$ cat src/rtl/register_file_sb.sv
// register_file_sb: XLEN x 2**AW register file, 2 comb reads, 1 sync write,
// per-register busy scoreboard with registered busy count for RAW stalls.
// Ports: clk, rst (async high), en (state freeze), addr_1/addr_2 ->
// out_buf_1/out_buf_2 + busy_1/busy_2, we/addr_3/inp_buf_3 write,
// rsv/rsv_addr reservation, busy_cnt (AW+1 bits).
// Optional macro REGFILE_BYPASS_EN: same-cycle write-to-read forwarding.
module register_file_sb #(
  parameter int XLEN    = 32,
  parameter int AW      = 5,
  parameter int ZERO_R0 = 1
) (
  input  logic            clk,
  input  logic            rst,
  input  logic            en,
  input  logic [AW-1:0]   addr_1,
  input  logic [AW-1:0]   addr_2,
  output logic [XLEN-1:0] out_buf_1,
  output logic [XLEN-1:0] out_buf_2,
  output logic            busy_1,
  output logic            busy_2,
  input  logic            we,
  input  logic [AW-1:0]   addr_3,
  input  logic [XLEN-1:0] inp_buf_3,
  input  logic            rsv,
  input  logic [AW-1:0]   rsv_addr,
  output logic [AW:0]     busy_cnt
);

  localparam int   NREG = 2 ** AW;
  localparam logic Z0   = (ZERO_R0 != 0);

  logic [XLEN-1:0] mem [NREG];
  logic [NREG-1:0] busy;
  logic [NREG-1:0] busy_n;
  logic [NREG-1:0] set_v;
  logic [NREG-1:0] clr_v;
  logic [AW:0]     cnt;
  logic [AW:0]     cnt_n;
  logic            wr_ok;
  logic            rsv_ok;
  logic            inc;
  logic            dec;

  function automatic logic is_zero(
    input logic [AW-1:0] a
  );
    return Z0 && (a == '0);
  endfunction

  // Register 0 (when hardwired) swallows writes and reservations.
  assign wr_ok  = en & we & ~is_zero(addr_3);
  assign rsv_ok = en & rsv & ~is_zero(rsv_addr);

  always_comb begin
    set_v = '0;
    clr_v = '0;
    if (rsv_ok) set_v[rsv_addr] = 1'b1;
    if (wr_ok)  clr_v[addr_3]   = 1'b1;
  end

  // Set after clear: a reservation in the same edge as the
  // write to that register belongs to the newer producer.
  assign busy_n = (busy & ~clr_v) | set_v;

  // Counter tracks bit transitions only, so re-reserving a
  // busy register or writing an idle one leaves it alone.
  assign inc = rsv_ok & ~busy[rsv_addr];
  assign dec = wr_ok & busy[addr_3]
             & ~(rsv_ok & (rsv_addr == addr_3));

  assign cnt_n = cnt
               + {{AW{1'b0}}, inc}
               - {{AW{1'b0}}, dec};

  always_ff @(posedge clk or posedge rst) begin
    if (rst) begin
      for (int i = 0; i < NREG; i++) begin
        mem[i] <= '0;
      end
      busy <= '0;
      cnt  <= '0;
    end else if (en) begin
      if (wr_ok) mem[addr_3] <= inp_buf_3;
      busy <= busy_n;
      cnt  <= cnt_n;
    end
  end

  assign busy_cnt = cnt;

  always_comb begin
    out_buf_1 = mem[addr_1];
    busy_1    = busy[addr_1];
`ifdef REGFILE_BYPASS_EN
    if (wr_ok && (addr_1 == addr_3)) begin
      out_buf_1 = inp_buf_3;
      busy_1    = rsv_ok && (rsv_addr == addr_1);
    end
`endif
    if (is_zero(addr_1)) begin
      out_buf_1 = '0;
      busy_1    = 1'b0;
    end
  end

  always_comb begin
    out_buf_2 = mem[addr_2];
    busy_2    = busy[addr_2];
`ifdef REGFILE_BYPASS_EN
    if (wr_ok && (addr_2 == addr_3)) begin
      out_buf_2 = inp_buf_3;
      busy_2    = rsv_ok && (rsv_addr == addr_2);
    end
`endif
    if (is_zero(addr_2)) begin
      out_buf_2 = '0;
      busy_2    = 1'b0;
    end
  end

endmodule

$ cat config.mk
export PLATFORM = sky130hd
export DESIGN_NAME = register_file_sb
export DESIGN_NICKNAME = d
export VERILOG_FILES = /design/src/rtl/register_file_sb.sv
export SDC_FILE = /design/constraint.sdc
export NUM_CORES = 2
export LEC_CHECK = 0
export CAP_MARGIN = 20
export CORE_AREA = 2 2 293 295
export DETAILED_ROUTE_END_ITERATION = 7
export DIE_AREA = 0 0 295 297
export HOLD_SLACK_MARGIN = 0.12
export PLACE_DENSITY = 0.83
export SLEW_MARGIN = 40
export SYNTH_ARGS = -nofsm -noshare
export SYNTH_HDL_FRONTEND = slang
export SYNTH_SLANG_ARGS = --single-unit
$ cat constraint.sdc
create_clock -name clk -period 67.6 [get_ports clk]
set_clock_uncertainty 0.05 [all_clocks]
set_input_delay 13.52 -clock clk [delete_from_list [all_inputs] [get_ports clk]]
set_output_delay 13.52 -clock clk [all_outputs]
set_load 0.005 [all_outputs]
# After elaboration in Yosys (flattened, before gate mapping)
# Cells that the tools add are included.
[classes]
n_addsub = 2
magnitude_cmp = 10
eq_ne = 1
muxes = 27
n_bitwise = 18
reduce_logical = 8
[op_table]
columns = ["cell", "count"]
rows = [
  ["$bwmux 1024", 1],
  ["$bmux 32 s5", 2],
  ["$mux 32", 9],
  ["$demux 32 s5", 1],
  ["$and 32x32->32", 1],
  ["$not 32->32", 1],
  ["$or 32x32->32", 1],
  ["$lt 5x6->1 const B", 4],
  ["$bmux 1 s5", 4],
  ["$logic_not 5->1", 4],
  ["$ge 6x6->1 const B", 3],
  ["$not 5->6", 3],
  ["$demux 1 s5", 2],
  ["$ge 5x1->1 const B", 2],
  ["$and 1x1->1", 8],
  ["$mux 1", 8],
  ["$add 6x1->6", 1],
  ["$lt 6x1->1 const B", 1],
  ["$sub 6x1->6", 1],
  ["$eq 5x5->1", 1],
  ["$not 1->1", 4],
  ["$logic_and 1x1->1", 3],
  ["$reduce_and 2->1", 1],
]
[word_totals]
regBits = 1062
inputBits = 57
elab_cells = 100

# Longest topological paths before layout
[depth]
ltp_word = 8
mapped_depth = 14
depth_no_buf = 12

# Least setup slack after synthesis
# No wires, ideal clock.
[synth_path]
path_kind = "input to output"
startpoint = "input port addr_1[0]"
endpoint = "output port busy_1"
t_arrival_ns = 15.051
t_required_ns = 54.030
path_slack_ns = 38.979
stages = 7
n_path_buf = 3
cell_sequence = "buf_2 > buf_6 > buf_6 > mux4_2 > mux4_2 > inv_1 > a221oi_1"
[synth_via]
elab_chain_cells = 3
word_cells_on_any_way = 4
classes_between = "mux (3); reduce/logical (1)"
[synth_rtl]
columns = ["item", "line_no", "text"]
rows = [
  ["from (decl)", "15", "input logic [AW-1:0] addr_1,"],
  ["$bmux 1 s5", "93", "busy_1 = busy[addr_1];"],
  ["$mux 1 (implied by the code)", "93", ""],
  ["$mux 1 (*)", "100", "if (is_zero(addr_1)) begin"],
  ["to (decl)", "19", "output logic busy_1,"],
]
# Mark *: on every way between the ends. The rest lies on a longest branch, timed or not. The select of a mux whose other input is x is not followed.

# Final worst setup path
[layout_path]
startpoint = "input port addr_1[0]"
endpoint = "output port out_buf_1[26]"
[layout_via]
elab_chain_cells = 5
word_cells_on_any_way = 6
classes_between = "mux (4); bitwise (1); reduce/logical (1)"
[layout_rtl]
columns = ["item", "line_no", "text"]
rows = [
  ["$not 5->6 (implied by the code)", "92", "out_buf_1 = mem[addr_1];"],
  ["$bmux 32 s5", "92", ""],
  ["$mux 32 (implied by the code) (2 in series)", "92", ""],
  ["$mux 32 (*)", "100", ""],
  ["to (decl)", "17", "output logic [XLEN-1:0] out_buf_1,"],
]
# Marked as above.

==> summary.md <==
| Metric | Value |
|---|---|
| Tot Pwr | `about 1.7 mW` |
| Area grow syn2layout | `8.73%` |
| Worst-path clk slew | `60 ps` |
| Req. time, crit path | `54,030 ps` |
| DRT iter0 DRCs | `3,824` |
| Sequential area share after synthesis | `0.467` |
| I/O Buffers | `128` |
| Slew Limit Fails | `0` |
| Dominant cells by area after synthesis | `dfrtp_1 (47%), mux4_2 (24%), mux2_2 (19%)` |
| Post-route cell area | `61,800 um^2` |
| Max Cap Violations | `0` |
| CP startpoint | `addr_1[0]` |
| Critical-path maximum fanout | `59` |
| Reg-to-Reg Start | `busy[19]$_DFFE_PP0P_` |
| Vias in the first global route | `38.1k` |
| Chip height | `297 um` |
| Slew @ Worst Pin | `roughly 910 ps` |
| FF-to-FF setup slack | `64,220 ps` |
| Seq cells post-synth | `1,062` |
| Clock buffer depth | `3` |
| Mux cell area share after synthesis | `0.451` |
| Mapped Nets | `~3.6k` |
| IO Pins | `roughly 130` |
| Rows | `between 100 and 150` |
| Post-Synth Adder-Cell Area | `0.00167` |
| RSZ-0062 raised after global routing | `false` |
| Min cycle time layout | `slightly above 30,000 ps` |
| Top cell type's share of synthesized area | `0.467` |
| Overall routed net length | `approximately 160 mm` |
| Status | `finished clean` |
| Largest area contributor in the synthesized netlist | `dfrtp_1` |
| Layout net count | `about 3.5k` |
| Min-Delay Path Class | `reg -> reg` |
| Clock buffer count from CTS | `108` |
| Critical Path End Type | `primary output` |
| Gr usage total | `0.375` |
| Setup_tns | `0 ps` |
| Primary FF master, synth | `dfrtp_1` |
| Nature of the critical path startpoint | `input pin` |
| Mean Syn Cell Area | `around 16 um^2` |
| Largest net degree at the start of global routing | `122` |
| CTS Root Cell | `clkbuf_16` |
| Post-synthesis cell count | `3,545` |
| Post-route DRC violation count | `0` |
| Final core occ | `0.732` |
| Cell Area, Placed | `58,400 um^2` |
| Number of clock sinks | `between 1k and 1.5k` |
| Via count | `roughly 35k` |
| Antenna violations before repair | `5` |
| Syn. warnings | `0` |
| Pwr per Cell Area | `~27 nW/um^2` |
| CORE AREA | `84,500 um^2` |
| Final clock period utilization by the worst path | `0.461` |
| Setup CP Type | `in -> out` |
| Global-route wire length before repair | `242 mm` |
| Skew-Pair Late Insertion Delay | `~680 ps` |
| H-tree Lvls | `3` |
| Synth Cell Area | `56,900 um^2` |
| Asr flop ratio synth | `1.00` |
| Post-Synth XOR/XNOR Area | `0.00123` |
| Main combinational cell family by area after synthesis | `multiplexers` |
| Dpl hpwl | `89.6 mm` |
| Fraction of layout cells with a size suffix above 1 | `0.535` |
| Leakage dissipation | `~27 nW` |
| Hold Startpoint | `mem[1021]$_DFFE_PP0P_` |
| Maximum VDD drop | `0.0270 mV` |
| Arrival time at the worst endpoint | `~18,000 ps` |
| Final Hold Violating Endpoints | `0` |
| Final Wtd Congestion | `0.866` |
| FMAX | `0.0321 GHz` |
| Starting density of the core | `0.673` |
| Antenna-violating nets left | `0` |
| Post-cts resize count | `0` |
| Distinct cells, synth | `50` |
| Cts hold-fix bufs | `0` |
| CTS tree | `yes` |
| Drt pass-1 iters | `5` |
| Die Width | `295 um` |
| Post-synthesis compound-gate area fraction | `0.0274` |
| # setup viols final | `0` |
| Synth Area in Simple Gates | `0.00986` |
| Vias/cell | `7.56` |
| Post-synth EDFFs | `0` |
| Die Footprint | `87,600 um^2` |
| Slew headroom | `0.391` |
| Grt total ovfl | `0` |
| Wirelength per Cell | `around 34 um` |
| Post-CTS Repair Setup Buffers | `0` |
[final cells by class]
| type | instances | area (um^2) |
|---|---|---|
| Multi-Input combinational cell | 1984 | 28200 |
| Clock buffer | 163 | 3150 |
| Tap cell | 1144 | 1430 |
| Clock inverter | 24 | 275 |
| Inverter | 83 | 324 |
| Timing Repair Buffer | 197 | 1900 |
| Sequential cell | 1062 | 26600 |
| Antenna cell | 4 | 10.0 |
| Fill cell | 4922 | 22700 |
[sequential cells by signal, summed over array words and instances (netlist names)]
name and flops:
mem 1024, busy 32, busy_cnt 6
[per-layer routing]
layer | track usage | part of all wire | vias up
li1 | - | - | 13700
met1 | 0.526 | 0.37 | 18900
met2 | 0.569 | 0.47 | 2166
met3 | 0.0903 | 0.10 | 489
met4 | 0.163 | 0.047 | 4
met5 | 0 | 0.00018 | -
[final timing paths]
check                                          endpoint  cells after the start
worst max-delay path                      out_buf_1[26]                      9
worst min-delay path              mem[1021]$_DFFE_PP0P_                      0
worst max register to register  busy_cnt[4]$_DFFE_PP0P_                     12
worst min register to register    mem[1021]$_DFFE_PP0P_                      0
max in group asynchronous          mem[243]$_DFFE_PP0P_                      6
min in group asynchronous       busy_cnt[4]$_DFFE_PP0P_                      2
[report_power, final]
group	switching [mW]	internal, mW
Sequential	0.0659	0.721
Clock	0.252	0.338
Combinational	0.130	0.186
Total	0.448	1.25
[through the flow]
| stage | setup slack [ps] | cells | hold slack, ps |
|---|---|---|---|
| global route | 36250 | 4660 | 353 |
| global placement | 36390 | 4463 | 326 |
| finish | 36440 | 4661 | 345 |
| CTS | 36450 | 4656 | 347 |
| floorplan | 24140 | 3545 | 391 |
| detailed placement | 36480 | 4469 | 333 |
[kinds of logic after synthesis]
group,count (synthesis)
XOR/XNOR,8
adder cells (fa/ha/maj),7
multiplexers,1677
AO/OA/AOI/OAI,189
AND/OR/NAND/NOR,103
buffers and inverters,499
flip-flops,1062
[cells in the mapped netlist, drive strengths merged (9+ instances only)]
library cell,number
a221oi,67
a22o,15
buf,221
clkbuf,195
clkinv,62
dfrtp,1062
inv,21
mux2,996
mux2i,71
mux4,610
nand2,28
nor2,27
nor3,10
o21ai,17
o221ai,66
o22ai,9
[worst max-delay path, cell delays in order]
cell,delay [ps]
buf_8,560
buf_12,420
buf_16,450
nor3_1,150
nand2_2,300
buf_4,530
o221ai_1,250
a221oi_1,660
clkdlybuf4s50_1,640
[placed cells by master, fill, tap and decap left out, drive strengths merged, types with 3 or more instances in the layout]
master	synthesis	routed
clkbuf	195	165
nor3	10	10
a22o	15	15
o22ai	9	9
xor2	5	5
nand4	3	3
mux2i	71	71
nand3	7	7
or3	3	3
diode	0	4
a21oi	4	4
mux2	996	996
nor2b	3	3
buf	221	112
clkinv	62	78
o21ai	17	17
bufinv	0	5
a221oi	67	67
inv	21	24
o221ai	66	66
clkdlybuf4s50	0	83
nor3b	6	6
ha	6	6
xnor2	3	3
nand2b	5	5
nor2	27	27
mux4	610	610
nand2	28	28
nand3b	5	5
dfrtp	1062	1062
Power figures use the tool's default switching activity.
